$ cat src/rtl/ce_pulse_gen.sv
// Count-enable strobe source: debounced pushbutton edge (MODE=0) or prescaler tick (MODE=1).
// CE is registered. Press-to-CE latency is DEBOUNCE_CYCLES+2 edges. There is no backpressure.
module ce_pulse_gen #(
   parameter int DEBOUNCE_CYCLES = 16,
   parameter int AUTO_DIV        = 50,
   parameter int CNT_W           = 8
) (
   input  logic       CLK,
   input  logic       RST,
   input  logic       BTN,
   input  logic       MODE,
   output logic       CE,
   output logic       BTN_STABLE,
   output logic [7:0] PULSE_CNT
);

   localparam logic [CNT_W-1:0] DB_LAST  = CNT_W'(DEBOUNCE_CYCLES - 1);
   localparam logic [CNT_W-1:0] DIV_LAST = CNT_W'(AUTO_DIV - 1);

   logic             sync0, sync1;
   logic             stable, stable_d;
   logic             mode_q;
   logic [CNT_W-1:0] db_cnt, db_cnt_nxt;
   logic [CNT_W-1:0] presc, presc_nxt;
   logic             stable_nxt;
   logic             auto_run;
   logic             ce_nxt;

   // The first auto edge only arms the prescaler (mode_q), so the first tick
   // lands AUTO_DIV edges after MODE is seen and AUTO_DIV=1 goes high on the second.
   always_comb begin
      db_cnt_nxt = '0;
      stable_nxt = stable;
      presc_nxt  = '0;
      auto_run   = MODE & mode_q;
      ce_nxt     = 1'b0;

      if (sync1 != stable) begin
         if (db_cnt == DB_LAST) begin
            stable_nxt = sync1;
         end else begin
            db_cnt_nxt = db_cnt + 1'b1;
         end
      end

      if (auto_run && (presc != DIV_LAST)) begin
         presc_nxt = presc + 1'b1;
      end

      if (MODE) begin
         ce_nxt = auto_run & (presc == DIV_LAST);
      end else begin
         ce_nxt = stable & ~stable_d;
      end
   end

   always_ff @(posedge CLK) begin
      if (RST) begin
         sync0     <= 1'b0;
         sync1     <= 1'b0;
         stable    <= 1'b0;
         stable_d  <= 1'b0;
         mode_q    <= 1'b0;
         db_cnt    <= '0;
         presc     <= '0;
         CE        <= 1'b0;
         PULSE_CNT <= 8'd0;
      end else begin
         sync0     <= BTN;
         sync1     <= sync0;
         stable    <= stable_nxt;
         stable_d  <= stable;
         mode_q    <= MODE;
         db_cnt    <= db_cnt_nxt;
         presc     <= presc_nxt;
         CE        <= ce_nxt;
         PULSE_CNT <= PULSE_CNT + {7'd0, CE};
      end
   end

   assign BTN_STABLE = stable;

endmodule
$ cat config.mk
export PLATFORM = sky130hd
export DESIGN_NAME = ce_pulse_gen
export DESIGN_NICKNAME = d
export VERILOG_FILES = /design/src/rtl/ce_pulse_gen.sv
export SDC_FILE = /design/constraint.sdc
export NUM_CORES = 1
export LEC_CHECK = 0
export BUFFER_PORTS_ARGS = -buffer_cell sky130_fd_sc_hd__buf_4
export CORE_MARGIN = 1
export CORE_UTILIZATION = 59
export DETAILED_ROUTE_END_ITERATION = 8
export GPL_TIMING_DRIVEN = 0
export PLACE_DENSITY = 0.86
export SETUP_SLACK_MARGIN = 0.1
export SLEW_MARGIN = 0
export SYNTH_ARGS = -nofsm -noshare
export SYNTH_HDL_FRONTEND = slang
export SYNTH_SLANG_ARGS = --single-unit
$ cat constraint.sdc
create_clock -name CLK -period 4.5 [get_ports CLK]
set_clock_uncertainty 0.05 [all_clocks]
set_input_delay 0.9 -clock CLK [delete_from_list [all_inputs] [get_ports CLK]]
set_output_delay 0.9 -clock CLK [all_outputs]
set_load 0.005 [all_outputs]
=== Yosys cells after proc, flatten, opt, wreduce, memory -nomap -nowiden ===
Index checks and enable logic that the tools add are counted.

* Register bits after elaboration: 30
* Output and inout bits: 10

* $add $sub $neg: 3
* Eq/ne operators: 4
* Multiplexer cells: 1
* Bitwise gates (word level): 6
* Reduce and logical (&&, ||, !) cells: 4

{| class="wikitable"
|+ Operators with widths
! operator !! number
|-
| adder 8 x 1 -> 8 bit (second input constant) || 2
|-
| adder 8 x 1 -> 8 bit || 1
|-
| equality test 8 x 4 -> 1 bit (second input constant) || 1
|-
| equality test 8 x 6 -> 1 bit (second input constant) || 1
|-
| != test 8 x 6 -> 1 bit (second input constant) || 1
|-
| bitwise AND 1 bit || 3
|-
| inverter 1 bit || 3
|-
| OR reduction 3 bit || 1
|-
| AND reduction 2 bit || 1
|-
| OR reduction 2 bit || 1
|-
| logical AND 1 bit || 1
|-
| two-way mux 1 bit || 1
|-
| != test 1 bit || 1
|}

=== Depth between registers and ports, before layout ===
* Word-level depth: 4
* Depth in mapped cells: 5
* Gate-level depth less buffers: 5

=== Least setup slack after synthesis ===
No wires, ideal clock.

* Kind: input-to-reg
* Start: input RST
* End: register presc[5]
* Data arrival time: 1.434 ns
* Slack: 2.947 ns
* Cell stages on the path: 3
* Buffers on the path: 0
* Cell sequence: nand3b_1 -> a31o_2 -> a21oi_1

* Cells in the longest elaborated chain, start to end: 1

{| class="wikitable"
|+ Ends and longest elaborated chain
! element !! line !! RTL
|-
| start: declaration || 9 || <nowiki>input logic RST,</nowiki>
|-
| OR reduction 2 bit (no line) || n/a ||
|-
| end signal: assignment || 75 || <nowiki>presc <= presc_nxt;</nowiki>
|-
| end: declaration || 24 || <nowiki>logic [CNT_W-1:0] presc, presc_nxt;</nowiki>
|}

No other way between the ends.
A chain may end at the register's enable or synchronous reset.

=== Worst setup path after layout ===
* Start: register PULSE_CNT[2]
* End: output PULSE_CNT[2]

{| class="wikitable"
|+ RTL lines
! element !! line !! RTL
|-
| start: declaration || 14 || <nowiki>output logic [7:0] PULSE_CNT</nowiki>
|-
| start signal: assignment || 77 || <nowiki>PULSE_CNT <= PULSE_CNT + {7'd0, CE};</nowiki>
|}

No word-level cell between the ends.

==> key figures <==
Outcome
  • Run status: complete, no violations

Timing
  • Fin worst setup slack: 2.692 ns
  • Fmax: 0.5531 GHz
  • Unrepaired setup endpoints after global routing: no
  • Number of max-slew violations in the final report: 0
  • Final worst-path cycle share: 40.18%
  • Count of final setup violators: 0
  • Relative max-transition margin: 66.17%
  • Actual transition at the worst max-transition pin: 0.5053 ns
  • Final Hold Viols: 0
  • Sum of negative setup slack: 0 ns
  • Clock period minus worst slack: 1.808 ns

Floorplanning
  • Effective utilization at floorplan: 65.35%
  • Count of pins on the block boundary: 14
  • Floorplan core area: 1802 µm²
  • Chip height: 46.67 µm
  • Area of the die: 2178 µm²
  • Width of the chip: 46.67 µm
  • Row cnt: 15

Cells and area
  • Diodes inserted: 0
  • Final standard cell utilization of the core: 75.83%
  • Final #Nets: 156
  • Commonest cells after routing, fill and taps aside: sky130_fd_sc_hd__dfxtp_1 (30), sky130_fd_sc_hd__nor2_1 (13), sky130_fd_sc_hd__buf_4 (13), sky130_fd_sc_hd__a21oi_1 (11)
  • Commonest non-fill, non-tap cell in the layout: sky130_fd_sc_hd__dfxtp_1
  • Number of fill cells: 140
  • Share of layout cells above drive strength 1: 16.22%
  • Area growth, synth to finish: 16.05%

Detailed routing
  • TritonRoute pass-1 iters: 4
  • Initial drt markers: 12
  • ANT nets after route: 0
  • WL per Instance: 11.75 µm
  • Residual DRC count: 0
  • Total number of vias: 935
  • Detailed Route WL: 2.033 mm
  • Via count normalized by instance count: 5.405

GRT
  • Global-route wire length before repair: 3.312 mm
  • Via count of the first global-routing pass: 823
  • All-Layer GR Usage: 22.48%
  • Total grt overflow: 0
  • Antenna violations before repair: 0
  • Pin count of the biggest net entering global routing: 11

Worst setup path
  • End of the worst register-to-register path: db_cnt[3]
  • Arrival time of data at the critical path endpoint: 0.86 ns
  • Crit. End Element: output port
  • Required time worst endpoint: 3.55 ns
  • Critical path startpoint category: flip-flop
  • Reg-to-reg critical path startpoint: db_cnt[5]
  • Cell count of the worst reg-to-reg path: 3
  • Ordered cell list for the critical path: buf_4
  • Total buffers and inverters traversed by the critical path: 1
  • Kind of cell with the highest combined delay on the critical path: flip-flops
  • Reg-to-reg slack, setup: 2.87 ns
  • Largest fanout of any net on the critical path: 4
  • Delay of the slowest cell on the worst path: 0.40 ns
  • Critical-path cell with the highest stage delay: sky130_fd_sc_hd__dfxtp_1
  • Critical Setup Path Class: reg -> out

Synth
  • Number of flip-flops and latches in the synthesized netlist: 30
  • Number of library cell types mapped by synthesis: 25
  • Netlist area before placement: 1177 µm²
  • Net count after synthesis: 136
  • Warning count from the yosys run: 0
  • Post-Syn Area per Cell: 9.271 µm²
  • Mapped Cells: 127
  • Register area share after synthesis: 51.01%

CTS
  • Resize count post-CTS: 0
  • Count of buffers added by post-CTS timing repair for setup: 0
  • Clock latency reported for the late side of the worst-skew pair: 0.32 ns
  • H-tree lvl count: 2
  • Cts-stage hold buffer count: 0
  • Clk pin slew, worst setup/hold paths: 0.10 ns
  • Maximum number of buffers from clock root to sink: 2
  • Root buf cell: sky130_fd_sc_hd__clkbuf_4
  • Total clock buffers created by CTS: 5
  • Clock tree from TritonCTS: done
  • Clock sink count: 30

Pwr
  • Total power draw: 440.0 µW
  • Lkg Pwr: 0.5092 nW
  • Ratio of total power to cell area: 322.1 nW/µm²
  • Peak supply drop: 248.5 µV

Placement
  • Post-detail-place hpwl: 1.455 mm
  • Count of buffers inserted at the top-level ports: 13
  • Post-place setup slack: 2.666 ns
  • Routability congestion estimate from global placement: 0.7498

Min path
  • WHS Path Cells: 1
  • Startpoint of the tightest hold check path: db_cnt[0]
  • Class of the tightest hold or removal check: reg -> reg
  • Worst hold path endpoint: db_cnt[0]

Run
  • Number of max-cap violations: 0
[how the worst max path moves through the flow]
| stage | from | endpoint | slack [ns] | depth (start not counted) |
|---|---|---|---|---|
| after detailed placement | RST | presc[7] | 2.67 | 4 |
| final | PULSE_CNT[2] | PULSE_CNT[2] | 2.69 | 1 |
| after global placement | RST | presc[7] | 2.73 | 4 |
| after floorplan | RST | presc[5] | 2.95 | 3 |
| after CTS | PULSE_CNT[2] | PULSE_CNT[2] | 2.68 | 1 |
| after global routing | PULSE_CNT[2] | PULSE_CNT[2] | 2.62 | 1 |
[cells by family after synthesis]
logic type	share of synthesized area, %
AO/OA/AOI/OAI	11.37
XOR/XNOR	6.695
adder cells (fa/ha/maj)	5.313
buffers and inverters	1.913
flip-flops	51.01
AND/OR/NAND/NOR	23.70
[synthesized netlist by cell type]
cell,number,area share [%]
sky130_fd_sc_hd__inv_1,5,1.6
sky130_fd_sc_hd__nand2_1,8,2.6
sky130_fd_sc_hd__or4_4,1,0.96
sky130_fd_sc_hd__nand4_1,2,1.1
sky130_fd_sc_hd__nor4_1,1,0.53
sky130_fd_sc_hd__nand3b_1,1,0.64
sky130_fd_sc_hd__ha_1,5,5.3
sky130_fd_sc_hd__or4_1,1,0.64
sky130_fd_sc_hd__or3b_2,1,0.74
sky130_fd_sc_hd__xor2_1,5,3.7
sky130_fd_sc_hd__or3_1,8,4.3
sky130_fd_sc_hd__dfxtp_1,30,51
sky130_fd_sc_hd__nor2_1,13,4.1
sky130_fd_sc_hd__o31ai_1,1,0.64
sky130_fd_sc_hd__o21ai_0,9,3.8
sky130_fd_sc_hd__clkbuf_1,1,0.32
sky130_fd_sc_hd__a2bb2o_1,1,0.85
sky130_fd_sc_hd__nor2b_1,6,3.2
sky130_fd_sc_hd__a21oi_1,11,4.7
sky130_fd_sc_hd__xnor2_1,4,3.0
sky130_fd_sc_hd__or3_2,1,0.64
sky130_fd_sc_hd__o211ai_1,1,0.64
sky130_fd_sc_hd__and2_1,1,0.53
sky130_fd_sc_hd__a31o_2,1,0.74
sky130_fd_sc_hd__nand3_1,9,3.8
[registers in the layout, summed over array words and instances (netlist names)]
register and cells:
presc 8, mode_q 1, BTN_STABLE 1, sync1 1, db_cnt 8, stable_d 1
CE 1, PULSE_CNT 8, sync0 1
[where the power goes]
part	internal (mW)	switching, mW	total (mW)
logic	0.00389	0.00480	0.00868
clock network	0.0757	0.0876	0.163
registers	0.267	0.000982	0.268
[per-stage QoR]
step                std cells  area [µm²]  hold WS (ns)
floorplan                 127        1177        0.3638
global placement          165        1306        0.3706
detailed placement        165        1306        0.3855
CTS                       173        1366        0.4004
global route              173        1366        0.4249
finish                    173        1366        0.3988
[per-layer routing]
metal	vias to the layer above	track usage, %	share of wire [%]	routed length (µm)
met5	-	0	0	0
met3	2	10.98	4.4	89
met2	19	37.50	52	1047
li1	482	-	-	-
met4	0	8.571	0.64	13
met1	432	24.28	43	882
[layout make-up]
type / count / area (µm²) / share of cell area, %
Inverter: 5 / 18.77 / 1.374
Sequential cell: 30 / 600.6 / 43.96
Tap cell: 25 / 31.28 / 2.289
Multi-Input combinational cell: 91 / 554.3 / 40.57
Clock buffer: 7 / 55.05 / 4.029
Timing Repair Buffer: 13 / 97.59 / 7.143
Buffer: 1 / 3.754 / 0.2747
Clock inverter: 1 / 5.005 / 0.3663
No activity file was read; power rests on OpenSTA's default activity.
